[src/rtl/add_tc_pipe.sv]
// add_tc_pipe: pipelined two's-complement adder/subtractor.
// One SEG_W-bit carry-lookahead segment is resolved per stage; the segment
// carry, the not-yet-consumed operand bits and the finished low sum bits are
// registered between stages. The result is WIDTH+1 bits and always exact.
// Optional macro ADD_TC_PIPE_OVF_EN adds a registered 'ovf' output that flags
// a result not representable in WIDTH bits.
// WIDTH must be a non-zero multiple of SEG_W.
module add_tc_pipe #(
   parameter int WIDTH = 16,
   parameter int SEG_W = 4
) (
   input  logic             clk,
   input  logic             rst_n,
   input  logic             in_valid,
   output logic             in_ready,
   input  logic [WIDTH-1:0] a,
   input  logic [WIDTH-1:0] b,
   input  logic             sub,
   output logic             out_valid,
   input  logic             out_ready,
   output logic [WIDTH:0]   sum
`ifdef ADD_TC_PIPE_OVF_EN
   ,
   output logic             ovf
`endif
);

   localparam int NUM_SEG = WIDTH / SEG_W;

   // Single global enable: the whole pipe moves together or holds together,
   // so bubbles are never collapsed and a stalled output stays stable.
   logic adv;
   assign adv      = ~out_valid | out_ready;
   assign in_ready = adv;

   // Segment adder: every internal carry is formed directly from the
   // generate/propagate terms of the lower bits and the segment carry-in.
   function automatic logic [SEG_W:0] cla_seg(input logic [SEG_W-1:0] x,
                                              input logic [SEG_W-1:0] y,
                                              input logic             ci);
      logic [SEG_W-1:0] g, p, s;
      logic [SEG_W:0]   c;
      logic             t, pp;
      g    = x & y;
      p    = x ^ y;
      c    = '0;
      c[0] = ci;
      for (int i = 0; i < SEG_W; i++) begin
         t  = g[i];
         pp = p[i];
         for (int j = i - 1; j >= 0; j--) begin
            t  = t | (pp & g[j]);
            pp = pp & p[j];
         end
         c[i+1] = t | (pp & ci);
      end
      s = p ^ c[SEG_W-1:0];
      return {c[SEG_W], s};
   endfunction

   for (genvar k = 0; k < NUM_SEG; k++) begin : g_stg
      localparam int LO  = k * SEG_W;   // lowest bit resolved in this stage
      localparam int REM = WIDTH - LO;  // operand bits still to be consumed

      logic [REM-1:0]        a_in, b_in;
      logic                  c_in, v_in;
      logic [SEG_W:0]        seg;
      logic [LO+SEG_W-1:0]   s_d, s_q;
      logic                  v_q;

      if (k == 0) begin : g_head
         // Gate operands with in_valid so X on idle inputs never enters the pipe.
         assign a_in = in_valid ? a : '0;
         assign b_in = in_valid ? (sub ? ~b : b) : '0;
         assign c_in = in_valid & sub;
         assign v_in = in_valid;
         assign s_d  = seg[SEG_W-1:0];
      end else begin : g_body
         assign a_in = g_stg[k-1].g_fwd.a_q;
         assign b_in = g_stg[k-1].g_fwd.b_q;
         assign c_in = g_stg[k-1].g_fwd.c_q;
         assign v_in = g_stg[k-1].v_q;
         assign s_d  = {seg[SEG_W-1:0], g_stg[k-1].s_q};
      end

      assign seg = cla_seg(a_in[SEG_W-1:0], b_in[SEG_W-1:0], c_in);

      // Stage valid bit and the sum bits finished so far.
      always_ff @(posedge clk or negedge rst_n) begin
         if (!rst_n) begin
            v_q <= 1'b0;
            s_q <= '0;
         end else if (adv) begin
            v_q <= v_in;
            s_q <= s_d;
         end
      end

      if (k < NUM_SEG - 1) begin : g_fwd
         logic [REM-SEG_W-1:0] a_q, b_q;
         logic                 c_q;

         // Forward the unconsumed operand bits and the segment carry.
         always_ff @(posedge clk or negedge rst_n) begin
            if (!rst_n) begin
               a_q <= '0;
               b_q <= '0;
               c_q <= 1'b0;
            end else if (adv) begin
               a_q <= a_in[REM-1:SEG_W];
               b_q <= b_in[REM-1:SEG_W];
               c_q <= seg[SEG_W];
            end
         end
      end else begin : g_tail
         logic msb_d, msb_q;

         // True sign extension of the top bit, not OR of carry and sign.
         assign msb_d = a_in[REM-1] ^ b_in[REM-1] ^ seg[SEG_W];

         // Result sign bit, aligned with the rest of the sum.
         always_ff @(posedge clk or negedge rst_n) begin
            if (!rst_n)   msb_q <= 1'b0;
            else if (adv) msb_q <= msb_d;
         end

`ifdef ADD_TC_PIPE_OVF_EN
         logic ovf_q;

         // Result does not fit in WIDTH bits when the two top bits differ.
         always_ff @(posedge clk or negedge rst_n) begin
            if (!rst_n)   ovf_q <= 1'b0;
            else if (adv) ovf_q <= msb_d ^ s_d[WIDTH-1];
         end
`endif
      end
   end

   assign out_valid = g_stg[NUM_SEG-1].v_q;
   assign sum       = {g_stg[NUM_SEG-1].g_tail.msb_q, g_stg[NUM_SEG-1].s_q};
`ifdef ADD_TC_PIPE_OVF_EN
   assign ovf       = g_stg[NUM_SEG-1].g_tail.ovf_q;
`endif

endmodule

[config.mk]
export PLATFORM = sky130hd
export DESIGN_NAME = add_tc_pipe
export DESIGN_NICKNAME = d
export VERILOG_FILES = /design/src/rtl/add_tc_pipe.sv
export SDC_FILE = /design/constraint.sdc
export NUM_CORES = 1
export LEC_CHECK = 0
export CAP_MARGIN = 0
export CORE_UTILIZATION = 30
export CTS_BUF_LIST = sky130_fd_sc_hd__clkbuf_8
export CTS_CLUSTER_SIZE = 20
export DETAILED_ROUTE_END_ITERATION = 8
export GPL_TIMING_DRIVEN = 0
export PLACE_DENSITY_LB_ADDON = 0.05
export SKIP_CTS_REPAIR_TIMING = 1
export SLEW_MARGIN = 20
export SYNTH_ARGS = -nofsm -noshare
export SYNTH_HDL_FRONTEND = slang
export SYNTH_SLANG_ARGS = --single-unit
export TNS_END_PERCENT = 10
[constraint.sdc]
create_clock -name clk -period 3.6 [get_ports clk]
set_input_delay 0.54 -clock clk [delete_from_list [all_inputs] [get_ports clk]]
set_output_delay 0.54 -clock clk [all_outputs]
set_load 0.05 [all_outputs]
==> metrics.sh, run 1 <==
ROW_COUNT=43
HOLD_VIOL_FINAL=0
DRIVE_GT1_SHARE_PCT=5.98
YOSYS.AREA.TOP_TYPE_SHARE_PCT=55.8
SYN_INST=464
SYNTH_ENABLE_FLOP_CELLS=0
SYNTH_FP_NETS=521
CLOCK_TREE_FROM_TRITONCTS='done'
CLOCK_PATH_BUFFERS=2
SYNTH-ASYNC-RESET-RATIO_PCT=100
NUM-FILL-CELLS=1481
NUMBER_OF_OPTIMIZATION_ITERATIONS_IN_THE_FIRST_DETAILED_ROUTE_PASS=4
AVGVIACOUNTPERCELL=4.33
POST-ROUTE-MIN-PERIOD_PS=3230
YOSYS.CELL_COUNT.TOP_TYPE='sky130_fd_sc_hd__nand2_1'
GRT_MAX_DEGREE=73
GRT_OVERFLOW=0
DP.FINAL_HPWL_UM=7190
TOTALPOWERFINAL_uW=4050
RSZ_0062_RAISED_AFTER_GLOBAL_ROUTING='no'
FINAL_WORST_PATH_CYCLE_SHARE_PCT=89.8
TIMING.HOLD.WORST.CLASS='in -> async'
DRT_ITER0_MARKERS=111
CAP_VIOLATIONS=0
GRT_PASS1_VIAS=3219
PLACE.PORT_BUFFERS=54
DIE_W_UM=122
POSTSYNTH.TOPFLOPCELL='sky130_fd_sc_hd__dfrtp_1'
GLOBAL_ROUTE_WIRE_LENGTH_BEFORE_REPAIR_UM=16300
GLOBAL_ROUTE.USAGE.TOTAL_PCT=14.6
SYNTH_SEQUENTIAL_AREA_RATIO_PCT=55.8
DIE_AREA_UM2=14800
CTS_NUM_SINKS=96
SYNTH_SEQ_CELLS=96
INITIAL_CORE_UTIL_PCT=30.9
CRIT_PATH_END_KIND='output port'
WORSTSKEWPAIRLATENCY_PS=370
TIMING.FINAL.SETUP_VIOLATIONS=0
ARRIVAL_PS=2690
FINISH.NET_COUNT=587
OUTCOME='finished, final reports clean'
WORSTMARGINPINSLEW_PS=658
DETAIL_ROUTE.WL_PER_CELL_UM=13.5
FINALSETUPTNS_PS=0
PRECTSSETUPSLACK_PS=302
DRT-TOTAL-WL_UM=9680
CRITICALPATHCATEGORY='in -> out'
YOSYSUNIQUECELLTYPES=28
CTS-BUFFERS-INSERTED=9
NUM_VIAS=3094
TOP_CELLS_BY_INSTANCE_COUNT_AFTER_SYNTHESIS='sky130_fd_sc_hd__nand2_1 (205), sky130_fd_sc_hd__dfrtp_1 (96), sky130_fd_sc_hd__o21ai_0 (30)'
LAYOUT_SETUP_WS_PS=368
CTS.ROOT.BUFFER_CELL='sky130_fd_sc_hd__clkbuf_8'
AREA_GROWTH_PCT=23.2
COUNT_OF_FINAL_MAX_SLEW_CHECK_FAILURES=0
COUNT_OF_ANTENNA_DIODES_IN_THE_LAYOUT=0
WORST-ENDPOINT-REQUIRED_PS=3060
P_PER_AREA_nW_PER_UM2=764
TIMING.FMAX_MHz=309
SETUP.WORST_PATH.START_CLASS='primary input'
IR_DROP_V=0.000223
FLOORPLAN.CORE_AREA_UM2=13900
SYN_AREA_UM2=4310
ROUTE.DETAILED.DRC=0
GP_ROUTABILITY_CONGESTION=0.752
SYNTH.AREA.TOP_CELLS='sky130_fd_sc_hd__dfrtp_1 (56%), sky130_fd_sc_hd__nand2_1 (18%), sky130_fd_sc_hd__ha_1 (4.9%), sky130_fd_sc_hd__xnor2_1 (3.7%), sky130_fd_sc_hd__o21ai_0 (3.5%)'
ANTENNA_VIOLATING_NETS_POST_ROUTE=0
CLKTRANSATPATHREGS_PS=100
MAX-SLEW-MARGIN-REL_PCT=56.1
CTS_MAX_LEVEL=3
DIE_Y_EXTENT_UM=122
POST_SYNTH.CELL_AREA_AVG_UM2=9.28
GRT_ANTENNA_BEFORE_REPAIR=0
LEAKAGEPOWER_uW=0.00258
CRITICAL_PATH_PEAK_FANOUT=10
FIN_WORST_SKEW_PS=9.54
TOP_LEVEL_PORTS=56
SYNTH_WARN=0
NETLIST.TOP_CELL.BY_AREA='sky130_fd_sc_hd__dfrtp_1'
==> stage by stage <==
step           hold WS (ps)  cell area (um^2)  instances  util, %
3_3_place_gp            444              5070        698     36.4
3_5_place_dp            422              5100        699     36.6
6_report               20.4              5310        715     38.1
5_1_grt                15.2              5310        715     38.1
2_1_floorplan           244              4310        464        -
4_1_cts                13.9              5310        715     38.1
==> flip-flops by register name (all words and copies together), names as in the netlist <==
register,cells
g_stg.g_fwd.c_q,3
g_stg.g_tail.msb_q,1
out_valid,1
g_stg.g_fwd.a_q,24
g_stg.s_q,40
g_stg.g_fwd.b_q,24
g_stg.v_q,3
==> final timing paths <==
check | start | to | slack [ps] | depth (start not counted)
max | out_ready | in_ready | 370 | 7
min | rst_n | g_stg[3].s_q[0] | 20 | 1
max reg2reg | g_stg[2].g_fwd.a_q[0] | g_stg[3].g_tail.msb_q | 1860 | 5
min reg2reg | g_stg[2].v_q | g_stg[2].v_q | 470 | 2
max in group asynchronous | rst_n | g_stg[1].g_fwd.a_q[3] | 2950 | 2
min in group clk | g_stg[2].v_q | g_stg[2].v_q | 470 | 2
==> critical path: stages <==
cell,delay [ps]
sky130_fd_sc_hd__clkdlybuf4s50_1,450
sky130_fd_sc_hd__nor2b_1,40
sky130_fd_sc_hd__buf_2,140
sky130_fd_sc_hd__inv_1,110
sky130_fd_sc_hd__buf_2,260
sky130_fd_sc_hd__buf_2,300
sky130_fd_sc_hd__clkdlybuf4s50_1,850
==> where the power goes <==
part           internal (uW)  leakage [uW]  switching [uW]
registers               1480       0.00122             242
clock network            328     0.0000936             409
logic                    595       0.00127            1000
total                   2400       0.00258            1650
==> routing by layer <==
metal / vias to the layer above / share of wire (%) / global-route usage [%]
met1: 1425 / 49 / 19.0
met4: 0 / 1.1 / 4.40
met3: 8 / 3.3 / 3.14
met2: 47 / 46 / 24.1
li1: 1614 / - / -
met5: - / 0 / 0
==> cell usage in the layout (no fill, tap or decap) <==
cell	count
sky130_fd_sc_hd__nor2_1	6
sky130_fd_sc_hd__clkbuf_1	14
sky130_fd_sc_hd__a21oi_1	8
sky130_fd_sc_hd__buf_6	2
sky130_fd_sc_hd__buf_16	1
sky130_fd_sc_hd__inv_8	1
sky130_fd_sc_hd__fa_1	3
sky130_fd_sc_hd__nor2b_1	1
sky130_fd_sc_hd__bufinv_16	1
sky130_fd_sc_hd__or3b_1	1
sky130_fd_sc_hd__nand2b_1	2
sky130_fd_sc_hd__buf_4	1
sky130_fd_sc_hd__buf_2	10
sky130_fd_sc_hd__inv_1	4
sky130_fd_sc_hd__clkinv_4	2
sky130_fd_sc_hd__and2_1	8
sky130_fd_sc_hd__clkbuf_8	9
sky130_fd_sc_hd__a211oi_2	1
sky130_fd_sc_hd__nand2_1	205
sky130_fd_sc_hd__o21bai_1	3
sky130_fd_sc_hd__clkinvlp_4	3
sky130_fd_sc_hd__dfrtp_1	96
sky130_fd_sc_hd__clkdlybuf4s50_1	53
sky130_fd_sc_hd__o21ai_1	1
sky130_fd_sc_hd__xor2_1	8
sky130_fd_sc_hd__o21ai_0	30
sky130_fd_sc_hd__ha_1	17
sky130_fd_sc_hd__xnor2_1	18
sky130_fd_sc_hd__and3_1	1
sky130_fd_sc_hd__a221o_1	1
sky130_fd_sc_hd__nand3_1	12
sky130_fd_sc_hd__mux2_2	1
sky130_fd_sc_hd__a31oi_1	3
sky130_fd_sc_hd__a211oi_1	5
sky130_fd_sc_hd__a21o_1	3
==> cells by family (layout without fill, tap and decap cells) <==
family / Yosys count / count (layout) / share of synthesized area, %
AOI/OAI and AO/OA: 55 / 55 / 7.41
xor gates and xnor gates: 26 / 26 / 5.29
adders and majority gates: 20 / 20 / 6.34
buffers and inverters: 30 / 101 / 3.17
DFF: 96 / 96 / 55.8
muxes: 1 / 1 / 0.262
and+or+nand+nor: 236 / 236 / 21.7
==> area by class of cell <==
cell class,instances,area (um^2),share of cell area [%]
clock inverters,7,81.3,1.53
flip-flops and latches,96,2400,45.3
plain buffers,26,121,2.29
well taps,180,225,4.25
repair buffers,55,569,10.7
inverters,4,15.0,0.283
multi-input cells,338,1770,33.3
clock buffers,9,124,2.33
No activity file was read; power rests on OpenSTA's default activity.
==> run 2: changes to the inputs <==
- CORE_MARGIN: not set -> 2
==> run 2 against run 1 <==
Wire length increased by 1.6%. Global-route usage decreased by 0.50 points. Clock skew decreased by 4.2 ps. Largest cell class unchanged.
==> metrics.sh, run 2 (synthesized netlist as in run 1, its figures left out) <==
PATH_DELAY_FAMILY='buffers and inverters'
AREA_GROWTH_PCT=23.5
OUTCOME='finished, final reports clean'
COUNT_OF_ANTENNA_DIODES_IN_THE_LAYOUT=0
CTS_NUM_SINKS=96
POST-ROUTE-MIN-PERIOD_PS=3270
TIMING.FMAX_MHz=305
MOST-COMMON-LAYOUT-CELLS='sky130_fd_sc_hd__nand2_1 (205), sky130_fd_sc_hd__dfrtp_1 (96), sky130_fd_sc_hd__clkdlybuf4s50_1 (53), sky130_fd_sc_hd__o21ai_0 (30), sky130_fd_sc_hd__xnor2_1 (18)'
P_PER_AREA_nW_PER_UM2=772
CRITICALPATHCATEGORY='in -> out'
CAP_VIOLATIONS=0
FINAL_WORST_PATH_CYCLE_SHARE_PCT=90.9
FINAL_CELLS=715
COUNT_OF_FINAL_MAX_SLEW_CHECK_FAILURES=0
GP_ROUTABILITY_CONGESTION=0.755
DRT_ITER0_MARKERS=109
ROUTE.DETAILED.DRC=0
WORSTMARGINPINSLEW_PS=672
CTS-BUFFERS-INSERTED=9
TOP_REGISTER='g_stg.s_q'
DIE_W_UM=124
CLOCK_TREE_FROM_TRITONCTS='done'
AVGVIACOUNTPERCELL=4.35
TIMING.FINAL.SETUP_VIOLATIONS=0
ROW_COUNT=43
GLOBAL_ROUTE_WIRE_LENGTH_BEFORE_REPAIR_UM=16200
TOP_LEVEL_PORTS=56
ARRIVAL_PS=2730
DIE_AREA_UM2=15300
CLKTRANSATPATHREGS_PS=90
LEAKAGEPOWER_uW=0.00260
GRT_PASS1_VIAS=3138
RSZ_0062_RAISED_AFTER_GLOBAL_ROUTING='no'
GRT_OVERFLOW=0
PRECTSSETUPSLACK_PS=299
DIE_Y_EXTENT_UM=124
FLOORPLAN.CORE_AREA_UM2=13900
HOLD_VIOL_FINAL=0
TOTALPOWERFINAL_uW=4110
FINISH.NET_COUNT=587
NUMPLACEDINSTANCES=699
NUMBER_OF_OPTIMIZATION_ITERATIONS_IN_THE_FIRST_DETAILED_ROUTE_PASS=4
CTS_MAX_LEVEL=3
HIGHEST_CELL_DELAY_ON_THE_WORST_TIMING_PATH_PS=840
LAYOUT_SETUP_WS_PS=326
GLOBAL_ROUTE.USAGE.TOTAL_PCT=14.1
UTILIZATION_PCT=38.2
TOP_REGS='g_stg.s_q x40, g_stg.g_fwd.a_q x24, g_stg.g_fwd.b_q x24'
CRITICAL_PATH_PEAK_FANOUT=10
POST-ROUTE-CELL-AREA_UM2=5320
CRIT_CHAIN='clkdlybuf4s50_1 -> nor2b_1 -> buf_2 -> inv_1 -> buf_2 -> buf_2 -> clkdlybuf4s50_1'
CPMOSTUSEDCELL='sky130_fd_sc_hd__buf_2'
CTS.ROOT.BUFFER_CELL='sky130_fd_sc_hd__clkbuf_8'
DETAIL_ROUTE.WL_PER_CELL_UM=13.8
LAYOUT.CELLS.MOST_COMMON='sky130_fd_sc_hd__nand2_1'
LARGEST_REG_FLOPS=40
PATH_BUF_INV=6
NUM-FILL-CELLS=1470
TIMING.HOLD.WORST.CLASS='in -> async'
SETUP.WORST_PATH.START_CLASS='primary input'
DP.FINAL_HPWL_UM=7280
DRT-TOTAL-WL_UM=9830
FIN_WORST_SKEW_PS=5.31
CLOCK_PATH_BUFFERS=2
IR_DROP_V=0.000213
CRIT_PATH_END_KIND='output port'
SETUP.REG_TO_REG.WORST_SLACK_PS=1870
WORSTSKEWPAIRLATENCY_PS=360
MAX-SLEW-MARGIN-REL_PCT=55.2
CP_SLOWEST_CELL='sky130_fd_sc_hd__clkdlybuf4s50_1'
WORST-ENDPOINT-REQUIRED_PS=3060
ANTENNA_VIOLATING_NETS_POST_ROUTE=0
PLACEDINSTANCEAREA_UM2=5100
INITIAL_CORE_UTIL_PCT=30.9
GRT_MAX_DEGREE=74
GRT_ANTENNA_BEFORE_REPAIR=0
PLACE.PORT_BUFFERS=54
NUM_VIAS=3112
DRIVE_GT1_SHARE_PCT=5.98
## run 2: cell count changes in the layout (fill, tap and decap cells not counted), sizes merged
cell / change
clkinvlp: -2
bufinv: +1
clkinv: +1
## run 2: final timing paths
path,startpoint,endpoint,depth (start not counted)
min in group clk,g_stg[3].s_q[1],g_stg[3].s_q[1],2
max,out_ready,in_ready,7
max in group asynchronous,rst_n,g_stg[0].s_q[3],2
min,rst_n,g_stg[3].s_q[1],1
max reg2reg,g_stg[2].g_fwd.a_q[1],g_stg[3].g_tail.msb_q,5
min reg2reg,g_stg[3].s_q[1],g_stg[3].s_q[1],2
## run 2: area by class of cell
| class | count | area, um^2 | share of cell area, % |
|---|---|---|---|
| buffer | 26 | 121 | 2.28 |
| clock buffer | 9 | 124 | 2.33 |
| clock inverter | 7 | 95.1 | 1.79 |
| inverter | 4 | 15.0 | 0.282 |
| multi-input combinational | 338 | 1770 | 33.2 |
| sequential | 96 | 2400 | 45.2 |
| tap | 180 | 225 | 4.23 |
| timing repair buffer | 55 | 569 | 10.7 |
## run 2: report_power, final
part / leakage [uW] / internal [uW] / total [uW] / switching, uW
registers: 0.00122 / 1480 / 1720 / 241
logic: 0.00127 / 594 / 1600 / 1010
clock network: 0.000110 / 393 / 789 / 396
## run 2: stage by stage
stage | setup TNS [ps] | hold slack, ps
2_1_floorplan | 0 | 244
3_3_place_gp | -171790 | 445
3_5_place_dp | 0 | 418
4_1_cts | 0 | 10.4
5_1_grt | 0 | 0.209
6_report | 0 | 20.5
## run 2: per-layer routing
layer | vias to the layer above | global-route usage (%) | wire (um)
li1 | 1613 | - | -
met1 | 1435 | 18.8 | 4820
met4 | 0 | 4.05 | 129
met3 | 9 | 3.48 | 361
met2 | 55 | 22.7 | 4520
met5 | - | 0 | 0
